===== config.mk =====
export PLATFORM = sky130hd
export DESIGN_NAME = duc_coef_load_ctrl
export DESIGN_NICKNAME = d
export VERILOG_FILES = /design/src/rtl/duc_ctrl_pkg.sv /design/src/rtl/duc_coef_load_timer.sv /design/src/rtl/duc_coef_load_ctrl.sv
export SDC_FILE = /design/constraint.sdc
export NUM_CORES = 1
export LEC_CHECK = 0
export BUFFER_PORTS_ARGS = -buffer_cell sky130_fd_sc_hd__buf_4
export CELL_PAD_IN_SITES_DETAIL_PLACEMENT = 0
export CELL_PAD_IN_SITES_GLOBAL_PLACEMENT = 1
export CORE_AREA = 4 4 128 130
export CTS_CLUSTER_DIAMETER = 30
export CTS_CLUSTER_SIZE = 14
export DETAILED_ROUTE_END_ITERATION = 7
export DIE_AREA = 0 0 132 134
export PLACE_DENSITY = 0.72
export SLEW_MARGIN = 20
export SYNTH_ARGS = -nofsm -noshare
export SYNTH_HDL_FRONTEND = slang
export SYNTH_SLANG_ARGS = --single-unit

===== constraint.sdc =====
create_clock -name clkin -period 2.4 [get_ports clkin]
set_input_delay 0.24 -clock clkin [delete_from_list [all_inputs] [get_ports clkin]]
set_output_delay 0.24 -clock clkin [all_outputs]
set_load 0.02 [all_outputs]

===== src/rtl/duc_ctrl_pkg.sv =====
// Shared types and defaults for the DUC coefficient-table load controller.
package duc_ctrl_pkg;

  typedef enum logic [2:0] {
    ST_IDLE   = 3'd0,
    ST_CLEAR  = 3'd1,
    ST_LOAD   = 3'd2,
    ST_SETTLE = 3'd3,
    ST_DONE   = 3'd4
  } state_e;

  localparam int DEF_RST_CYCLES    = 4;
  localparam int DEF_SETTLE_CYCLES = 32;
  localparam int DEF_MAX_COEF      = 1024;
  localparam int TMR_W             = 16;

  function automatic logic count_legal(input logic [31:0] cnt, input logic [31:0] max_cnt);
    return (cnt != 32'd0) && (cnt <= max_cnt);
  endfunction

endpackage


===== src/rtl/duc_coef_load_timer.sv =====
// Loadable down-counter; expire is high in the enabled cycle where the count is zero.
module duc_coef_load_timer #(
  parameter int W = 16
) (
  input  logic         clkin,
  input  logic         reset,
  input  logic         load,
  input  logic [W-1:0] load_val,
  input  logic         en,
  output logic         expire
);

  logic [W-1:0] count_r;

  assign expire = en && (count_r == {W{1'b0}});

  // Count register: load has priority, decrement parks at zero.
  always_ff @(posedge clkin or negedge reset) begin
    if (!reset) begin
      count_r <= {W{1'b0}};
    end else if (load) begin
      count_r <= load_val;
    end else if (en && (count_r != {W{1'b0}})) begin
      count_r <= count_r - {{(W-1){1'b0}}, 1'b1};
    end
  end

endmodule


===== src/rtl/duc_coef_load_ctrl.sv =====
// Sequences a DUC coefficient-table reload: clear, addressed writes, settle, then
// commit the direction/ratio control word. Aborts re-clear the table and flag err.
module duc_coef_load_ctrl
  import duc_ctrl_pkg::*;
#(
  parameter int ADDR_W        = 16,
  parameter int DATA_W        = 16,
  parameter int MAX_COEF      = DEF_MAX_COEF,
  parameter int RST_CYCLES    = DEF_RST_CYCLES,
  parameter int SETTLE_CYCLES = DEF_SETTLE_CYCLES
) (
  input  logic              clkin,
  input  logic              reset,
  input  logic              start,
  input  logic [ADDR_W-1:0] coef_count,
  input  logic [15:0]       ctrl_word,
  input  logic              abort,
  input  logic              coef_valid,
  input  logic [DATA_W-1:0] coef_data,
  output logic              coef_ready,
  output logic [ADDR_W-1:0] duc_factor_wr_addr,
  output logic [DATA_W-1:0] duc_factor_wr_data,
  output logic              duc_factor_wr_en,
  output logic              duc_factor_wr_rst,
  output logic [15:0]       data_direction_ctrl,
  output logic              datapath_mute,
  output logic              busy,
  output logic              done,
  output logic              err
);

  if (longint'(MAX_COEF) >= (longint'(1) << ADDR_W)) begin : g_addr_range_chk
    $error("MAX_COEF must be smaller than 2**ADDR_W");
  end
  if ((RST_CYCLES < 1) || (SETTLE_CYCLES < 1)) begin : g_cycle_chk
    $error("RST_CYCLES and SETTLE_CYCLES must be at least 1");
  end

  localparam logic [TMR_W-1:0]  RST_LOAD    = TMR_W'(RST_CYCLES - 1);
  localparam logic [TMR_W-1:0]  SETTLE_LOAD = TMR_W'(SETTLE_CYCLES - 1);
  localparam logic [ADDR_W-1:0] ONE_A       = {{(ADDR_W-1){1'b0}}, 1'b1};

  state_e            state_r;
  logic [ADDR_W-1:0] count_r;
  logic [ADDR_W-1:0] addr_cnt_r;
  logic [15:0]       ctrl_lat_r;
  logic              abort_flag_r;
  logic              coef_ready_r;
  logic [ADDR_W-1:0] wr_addr_r;
  logic [DATA_W-1:0] wr_data_r;
  logic              wr_en_r;
  logic              wr_rst_r;
  logic [15:0]       ddc_r;
  logic              mute_r;
  logic              busy_r;
  logic              done_r;
  logic              err_r;

  logic              start_ok_s;
  logic              hs_s;
  logic              last_hs_s;
  logic              timer_load_s;
  logic [TMR_W-1:0]  timer_val_s;
  logic              timer_en_s;
  logic              timer_exp_s;

  assign start_ok_s = start && count_legal(32'(coef_count), 32'(MAX_COEF));
  assign hs_s       = coef_valid && coef_ready_r && !abort;
  assign last_hs_s  = hs_s && (addr_cnt_r == (count_r - ONE_A));

  // Abort must veto a same-cycle handshake, so ready is the one output gated by an input.
  assign coef_ready          = coef_ready_r && !abort;
  assign duc_factor_wr_addr  = wr_addr_r;
  assign duc_factor_wr_data  = wr_data_r;
  assign duc_factor_wr_en    = wr_en_r;
  assign duc_factor_wr_rst   = wr_rst_r;
  assign data_direction_ctrl = ddc_r;
  assign datapath_mute       = mute_r;
  assign busy                = busy_r;
  assign done                = done_r;
  assign err                 = err_r;

  // Phase timer control: CLEAR and SETTLE count down, any abort restarts a clear.
  always_comb begin
    timer_load_s = 1'b0;
    timer_val_s  = RST_LOAD;
    timer_en_s   = 1'b0;
    case (state_r)
      ST_IDLE: begin
        if (start_ok_s) timer_load_s = 1'b1;
        else            timer_load_s = 1'b0;
      end
      ST_CLEAR, ST_SETTLE: begin
        if (abort) timer_load_s = 1'b1;
        else       timer_en_s   = 1'b1;
      end
      ST_LOAD: begin
        if (abort) begin
          timer_load_s = 1'b1;
        end else if (last_hs_s) begin
          timer_load_s = 1'b1;
          timer_val_s  = SETTLE_LOAD;
        end else begin
          timer_load_s = 1'b0;
        end
      end
      default: timer_load_s = 1'b0;
    endcase
  end

  duc_coef_load_timer #(.W(TMR_W)) u_timer (
    .clkin    (clkin),
    .reset    (reset),
    .load     (timer_load_s),
    .load_val (timer_val_s),
    .en       (timer_en_s),
    .expire   (timer_exp_s)
  );

  // Load sequencer with registered write port and status outputs.
  always_ff @(posedge clkin or negedge reset) begin
    if (!reset) begin
      state_r      <= ST_IDLE;
      count_r      <= {ADDR_W{1'b0}};
      addr_cnt_r   <= {ADDR_W{1'b0}};
      ctrl_lat_r   <= 16'h0000;
      abort_flag_r <= 1'b0;
      coef_ready_r <= 1'b0;
      wr_addr_r    <= {ADDR_W{1'b0}};
      wr_data_r    <= {DATA_W{1'b0}};
      wr_en_r      <= 1'b0;
      wr_rst_r     <= 1'b0;
      ddc_r        <= 16'h0000;
      mute_r       <= 1'b0;
      busy_r       <= 1'b0;
      done_r       <= 1'b0;
      err_r        <= 1'b0;
    end else begin
      wr_en_r <= 1'b0;
      done_r  <= 1'b0;
      case (state_r)
        ST_IDLE: begin
          if (start && start_ok_s) begin
            count_r      <= coef_count;
            ctrl_lat_r   <= ctrl_word;
            err_r        <= 1'b0;
            abort_flag_r <= 1'b0;
            addr_cnt_r   <= {ADDR_W{1'b0}};
            wr_rst_r     <= 1'b1;
            mute_r       <= 1'b1;
            busy_r       <= 1'b1;
            state_r      <= ST_CLEAR;
          end else if (start) begin
            err_r <= 1'b1;
          end
        end
        ST_CLEAR: begin
          if (abort) begin
            abort_flag_r <= 1'b1;
            err_r        <= 1'b1;
          end else if (timer_exp_s) begin
            wr_rst_r <= 1'b0;
            if (abort_flag_r) begin
              abort_flag_r <= 1'b0;
              mute_r       <= 1'b0;
              busy_r       <= 1'b0;
              state_r      <= ST_IDLE;
            end else begin
              coef_ready_r <= 1'b1;
              state_r      <= ST_LOAD;
            end
          end
        end
        ST_LOAD: begin
          if (abort) begin
            abort_flag_r <= 1'b1;
            err_r        <= 1'b1;
            coef_ready_r <= 1'b0;
            addr_cnt_r   <= {ADDR_W{1'b0}};
            wr_rst_r     <= 1'b1;
            state_r      <= ST_CLEAR;
          end else if (hs_s) begin
            wr_en_r    <= 1'b1;
            wr_addr_r  <= addr_cnt_r;
            wr_data_r  <= coef_data;
            addr_cnt_r <= addr_cnt_r + ONE_A;
            if (last_hs_s) begin
              coef_ready_r <= 1'b0;
              state_r      <= ST_SETTLE;
            end
          end
        end
        ST_SETTLE: begin
          if (abort) begin
            abort_flag_r <= 1'b1;
            err_r        <= 1'b1;
            addr_cnt_r   <= {ADDR_W{1'b0}};
            wr_rst_r     <= 1'b1;
            state_r      <= ST_CLEAR;
          end else if (timer_exp_s) begin
            ddc_r   <= ctrl_lat_r;
            done_r  <= 1'b1;
            mute_r  <= 1'b0;
            state_r <= ST_DONE;
          end
        end
        ST_DONE: begin
          busy_r  <= 1'b0;
          state_r <= ST_IDLE;
        end
        default: begin
          coef_ready_r <= 1'b0;
          wr_rst_r     <= 1'b0;
          mute_r       <= 1'b0;
          busy_r       <= 1'b0;
          state_r      <= ST_IDLE;
        end
      endcase
    end
  end

endmodule


Yosys cells after proc, flatten, opt, wreduce, memory -nomap -nowiden
Cells that the tools add are included.
Operators by class
  add/sub/neg operators: 3
  $lt $le $gt $ge: 1
  eq/ne operators: 20
  multiplexer cells: 56
  bitwise gates (word level): 5
  reduce and logical (&&, ||, !) cells: 34
Operators by type and width (count)
  $mux 16: 6
  $pmux 16 s3: 1
  $reduce_bool 16->1: 2
  $sub 16x1->16 const B: 2
  $mux 1: 29
  $mux 3: 8
  $add 16x1->16 const B: 1
  $eq 16x16->1: 1
  $le 16x11->1 const B: 1
  $logic_not 16->1: 1
  $ne 2x2->1 const B: 8
  $mux 5: 3
  $ne 3x3->1 const B: 5
  $pmux 1 s3: 4
  $pmux 3 s4: 1
  $reduce_and 6->1: 2
  $reduce_and 5->1: 2
  $logic_and 1x1->1: 9
  $reduce_and 3->1: 3
  $pmux 1 s4: 2
  $reduce_and 4->1: 2
  $reduce_and 7->1: 1
  $eq 3x2->1 const B: 2
  $reduce_bool 3->1: 2
  12 further kinds: 21
Storage, ports and cells
  flip-flop bits (word level): 123
  input bits: 53
  output and inout port bits: 55
  word-level logic and storage cells: 135

Longest topological paths before layout
  depth in word-level cells: 7
  depth in mapped cells: 10
  depth with buffers taken out: 9

Modules after synthesis
A second synthesis with hierarchy kept.
Second synthesis, totals
  cell total of the unflattened synthesis: 622
  area, all modules: 6003.3 sq um
By module, submodules not included
  duc_coef_load_ctrl: instances 1, cells each 503, area each 4999.8 sq um, seq. area each 2677.6 sq um
  duc_coef_load_timer: instances 1, cells each 119, area each 1003.5 sq um, seq. area each 400.4 sq um

Least setup slack after synthesis
No wires, ideal clock.
  path type: flip-flop to flip-flop
  from: register u_timer.count_r[11]
  to: register busy_r, in the netlist busy
  setup time: 0.120 ns
  data arrival time: 2.174 ns
  data required time: 2.280 ns
  setup slack: 0.106 ns
  cell stages (with the launch flop): 8
  path buffers: 0
  period minus slack after synthesis: 2.294 ns
  path through: dfrtp_1 > or4_4 > nor3_4 > nand3_4 > nor2_4 > a21oi_2 > or4_1 > a31o_1
On the way
  word-level cells in the longest chain between the ends: 4
RTL lines
  start: declaration: line duc_coef_load_timer.sv:13  | logic [W-1:0] count_r;
  start signal: assignment: line duc_coef_load_timer.sv:20  | count_r <= {W{1'b0}};
  start signal: assignment: line duc_coef_load_timer.sv:22  | count_r <= load_val;
  start signal: assignment: line duc_coef_load_timer.sv:24  | count_r <= count_r - {{(W-1){1'b0}}, 1'b1};
  $logic_not 16->1: line duc_coef_load_timer.sv:15  | assign expire = en && (count_r == {W{1'b0}});
  $logic_and 1x1->1: line duc_coef_load_timer.sv:15
  $ne 2x2->1 (no line)
  $reduce_and 5->1 (no line)
  end signal: assignment: line duc_coef_load_ctrl.sv:135  | busy_r <= 1'b0;
  end signal: assignment: line duc_coef_load_ctrl.sv:151  | busy_r <= 1'b1;
  end signal: assignment: line duc_coef_load_ctrl.sv:166  | busy_r <= 1'b0;
  end: declaration: line duc_coef_load_ctrl.sv:55  | logic busy_r;
No other way between the ends.
A chain may end at the register's enable or synchronous reset.

Worst setup path after layout
  from: register count_r[1]
  to: register u_timer.count_r[1]
On the way
  word-level cells in the longest chain between the ends: 7
  elaborated cells between the ends (all ways): 8
  those cells by class: 1 x add/sub; 1 x eq/ne; 4 x mux; 2 x reduce/logical
RTL lines
  start: declaration: line duc_coef_load_ctrl.sv:44  | logic [ADDR_W-1:0] count_r;
  start signal: assignment: line duc_coef_load_ctrl.sv:124  | count_r <= {ADDR_W{1'b0}};
  start signal: assignment: line duc_coef_load_ctrl.sv:144  | count_r <= coef_count;
  $sub 16x1->16 *: line duc_coef_load_ctrl.sv:69  | assign last_hs_s = hs_s && (addr_cnt_r == (count_r - ONE_A));
  $eq 16x16->1 *: line duc_coef_load_ctrl.sv:69
  $logic_and 1x1->1 *: line duc_coef_load_ctrl.sv:69
  $mux 1 *: line duc_coef_load_ctrl.sv:100  | end else if (last_hs_s) begin
  $mux 1 *: line duc_coef_load_ctrl.sv:98  | if (abort) begin
  $pmux 1 s3 *: line duc_coef_load_ctrl.sv:88  | case (state_r)
  $mux 16 / $reduce_bool 2->1 (equally long branches)
Every way passes the cells marked *; elsewhere a longest branch is shown, timed or not.

==> impl_metrics.py <==
metrics = {
    "logic_synthesis": {
        "post_synth_and_or_nand_nor_area_fraction_pct": 16.1,
        "synth_ff_type": "sky130_fd_sc_hd__dfrtp_1",
        "synth_nets": 581,
        "post_synthesis_area_per_instance_um2": 11.1,
        "async_flop_share_pct": 100,
        "ys.warnings.count": 0,
        "main_combinational_cell_family_by_area_after_synthesis": "simple AND/OR/NAND/NOR gates",
        "post_synth_inst_count": 525,
        "synthXorXnorAreaFrac_pct": 4.66,
        "synth.cells.most_frequent": "sky130_fd_sc_hd__dfrtp_1, sky130_fd_sc_hd__mux2_2, sky130_fd_sc_hd__nor2_1",
        "yosys_top_cell_area_share_pct": 52.8,
        "most_common_cell_in_the_netlist": "sky130_fd_sc_hd__dfrtp_1",
        "synthAdderAreaFrac_pct": 0.644,
        "postSynthRegisterBits": 123,
        "yosys-mux-area-fraction_pct": 14.1,
        "synth-seq-area-share_pct": 52.8,
        "synth.lib_cells_used.distinct": 66,
        "synthesis.area_mm2": 0.00582,
        "synth-compound-area-share_pct": 8.92,
        "synthDominantAreaCellType": "sky130_fd_sc_hd__dfrtp_1",
        "edff_count_synth": 0,
        "cell_types_with_the_largest_area_share_after_synthesis": "sky130_fd_sc_hd__dfrtp_1, sky130_fd_sc_hd__mux2_2, sky130_fd_sc_hd__nor2_1",
    },
    "timing": {
        "max_freq_mhz": 432,
        "slew_violations": 0,
        "fin_skew_ps": 10.7,
        "holdWs_ps": 52.7,
        "timing.final.crit_period_ps": 2310,
        "report.final.setup_viol": 0,
        "tightestPinTransition_ps": 533,
        "setup_tns_ps": 0,
        "worst_slew_margin_rel_pct": 64.4,
        "rsz0062_at_grt": "yes",
        "fin_crit_sh_pct": 96.4,
        "final-hold-violation-count": 0,
    },
    "final_layout": {
        "n_fill_cell": 1345,
        "final_design_area_no_fill_mm2": 0.00773,
        "area.growth.synth_to_final_pct": 32.7,
        "final_core_util_pct": 51.0,
        "drive_above_1_share_pct": 38.6,
        "antenna-diode-count": 0,
        "area_used_by_multi_input_combinational_logic_mm2": 0.00262,
        "layout.nets": 722,
        "seq_area_mm2": 0.00308,
    },
    "routing": {
        "number_of_nets_with_antenna_violations_after_detailed_routing": 0,
        "routed_wire_length_per_instance_um": 16.5,
        "detailedRoute.firstIterationViolations": 291,
        "vias": 4578,
        "wl_um": 14300,
        "route.detailed.drc": 0,
        "via_per_inst": 5.29,
        "drt_pre_antenna_iters": 5,
    },
    "min_path": {
        "hold_path_depth": 3,
        "worstHoldStart": "coef_count[4]",
        "min-delay-path-class": "input port to register",
        "worstHoldEndpoint": "count_r[4]",
    },
    "clock_network": {
        "cts-buffers-inserted": 17,
        "clock_latency_on_the_worst_skew_pair_ps": 410,
        "cts.clk_slew.worst_paths_ps": 50,
        "clock_tree.htree_level_count": 4,
        "cts_num_sinks": 123,
        "cts_max_path_buffers": 2,
        "cts_setup_buffers": 0,
        "cts_tree": "yes",
        "cts_root_buffer": "sky130_fd_sc_hd__clkbuf_16",
    },
    "pwr": {
        "ir_worst_vdd_uv": 421,
        "total_leakage_power_uw": 0.00375,
        "design_power_total_uw": 6370,
        "power_per_cell_area_mw_per_mm2": 824,
    },
    "die": {
        "total_die_area_mm2": 0.0177,
        "boundary_pin_count": 108,
        "row_count": 45,
        "die_w_um": 132,
        "initial_utilization_pct": 38.5,
        "overall_die_height_um": 134,
        "floorplan.core_area_mm2": 0.0151,
    },
    "setup_path": {
        "worst_path_largest_cell_delay_ps": 480,
        "worst_setup_path_end_kind": "register",
        "timing.rr.start": "count_r[1]",
        "r2r_setup_slack_ps": 90,
        "crit-reg2reg-capture": "u_timer.count_r[1]",
        "cell_by_cell_trace_of_the_critical_path": "inv_1 -> ha_1 -> or4b_4 -> nor2_2 -> o2111a_1 -> a211oi_1 -> nand4_1 -> o21ai_1 -> buf_6 -> a211o_1",
        "worstPathArrival_ps": 2600,
        "r2r_cells": 10,
        "path_class": "register to register",
        "cp_startpoint_kind": "register",
        "worst_ep_required_time_ps": 2690,
        "slowest_stage": "sky130_fd_sc_hd__or4b_4",
        "worst-path-max-fanout": 12,
    },
    "placement": {
        "port-buffer-count": 107,
        "detailedPlacementHpwl_um": 10500,
        "placedInstanceArea_mm2": 0.00711,
        "gp_routability_congestion": 0.885,
    },
    "run": {
        "maxCapViolCount": 0,
    },
    "global_routing": {
        "track_usage_pct": 16.7,
        "antenna_found_initial": 0,
        "grt_pass1_vias": 4701,
        "grt_pass1_wl_um": 23800,
        "grt_max_degree": 44,
        "globalRouteOverflowTotal": 0,
    },
    "outcome": {
        "outcome": "complete, no violations",
    },
}
## cell families after synthesis
| group | after synthesis |
|---|---|
| AOI/OAI and AO/OA | 82 |
| buffers and inverters | 37 |
| muxes | 73 |
| DFF | 123 |
| and+or+nand+nor | 176 |
| adders and majority gates | 3 |
| xor gates and xnor gates | 31 |
## cell usage in the layout (no fill, tap or decap), types with 3 or more instances in the layout
cell type,n
sky130_fd_sc_hd__buf_4,140
sky130_fd_sc_hd__dfrtp_1,123
sky130_fd_sc_hd__mux2_2,72
sky130_fd_sc_hd__nor2_1,52
sky130_fd_sc_hd__nand2_1,33
sky130_fd_sc_hd__o21ai_0,29
sky130_fd_sc_hd__xnor2_1,20
sky130_fd_sc_hd__a21oi_1,18
sky130_fd_sc_hd__clkbuf_16,17
sky130_fd_sc_hd__nand3_1,15
sky130_fd_sc_hd__nor3_1,13
sky130_fd_sc_hd__inv_1,11
sky130_fd_sc_hd__xor2_1,11
sky130_fd_sc_hd__a31oi_1,8
sky130_fd_sc_hd__nor2b_1,7
sky130_fd_sc_hd__nand4_1,7
sky130_fd_sc_hd__nor4_1,6
sky130_fd_sc_hd__nand2b_1,5
sky130_fd_sc_hd__and3_1,5
sky130_fd_sc_hd__buf_12,5
sky130_fd_sc_hd__and2_1,4
sky130_fd_sc_hd__clkinv_2,4
sky130_fd_sc_hd__clkbuf_8,4
sky130_fd_sc_hd__nand3b_1,3
sky130_fd_sc_hd__ha_1,3
sky130_fd_sc_hd__clkbuf_1,3
## per-layer routing
metal  GRT usage (%)  routed length (um)  share of wire, %
met5               0                   0                 0
met4            7.06                 340               2.4
met1            21.8                6420                45
met2            25.5                6520                46
met3            5.70                1000               7.0
## worst max-delay path by stage
stage / depth (start not counted) / start / to / slack (ps)
after detailed placement: 9 / coef_count[1] / addr_cnt_r[10] / 40
after floorplan: 7 / u_timer.count_r[11] / busy / 110
after global placement: 8 / coef_count[1] / addr_cnt_r[4] / 90
after global routing: 7 / u_timer.count_r[11] / busy / -3
final: 10 / count_r[1] / u_timer.count_r[1] / 90
after CTS: 10 / count_r[1] / u_timer.count_r[1] / 30
## stage by stage
step / setup slack (ps) / instances
global route: -3.14 / 866
CTS: 26.7 / 866
finish: 87.3 / 866
global placement: 90.6 / 834
floorplan: 106 / 525
detailed placement: 38.7 / 834
## power breakdown
| part | internal, uW | leakage, uW | switching [uW] | total, uW |
|---|---|---|---|---|
| combinational | 674 | 0.00179 | 675 | 1350 |
| clock | 1630 | 0.000290 | 868 | 2490 |
| sequential | 2300 | 0.00166 | 225 | 2520 |
| total | 4600 | 0.00375 | 1770 | 6370 |
## area by class of cell
cell class / count / area share [%]
clock buffer: 24 / 6.36
timing repair buffer: 147 / 15.2
inverter: 12 / 0.583
multi-input combinational: 365 / 33.9
sequential: 123 / 39.8
tap: 188 / 3.04
clock inverter: 7 / 1.15
## sequential cells by signal (all words and copies together), names as in the netlist
name / count
duc_factor_wr_addr: 16
duc_factor_wr_en: 1
duc_factor_wr_data: 16
datapath_mute: 1
duc_factor_wr_rst: 1
addr_cnt_r: 16
busy: 1
done: 1
u_timer.count_r: 16
data_direction_ctrl: 16
err: 1
coef_ready_r: 1
abort_flag_r: 1
state_r: 3
count_r: 16
ctrl_lat_r: 16
## critical path: cells and delay by family, from the launching register on
family / cells / cell delay [ps]
and+or+nand+nor: 3 / 770
adders and majority gates: 1 / 170
buffers and inverters: 2 / 250
AOI/OAI and AO/OA: 4 / 630
DFF: 1 / 380
## what timing repair did
action,in CTS,in global routing
hold endpoints to repair,37,0
gates resized for setup,0,6
hold buffers,1,0
setup endpoints to repair,0,17
(Power assumes the default switching activity.)
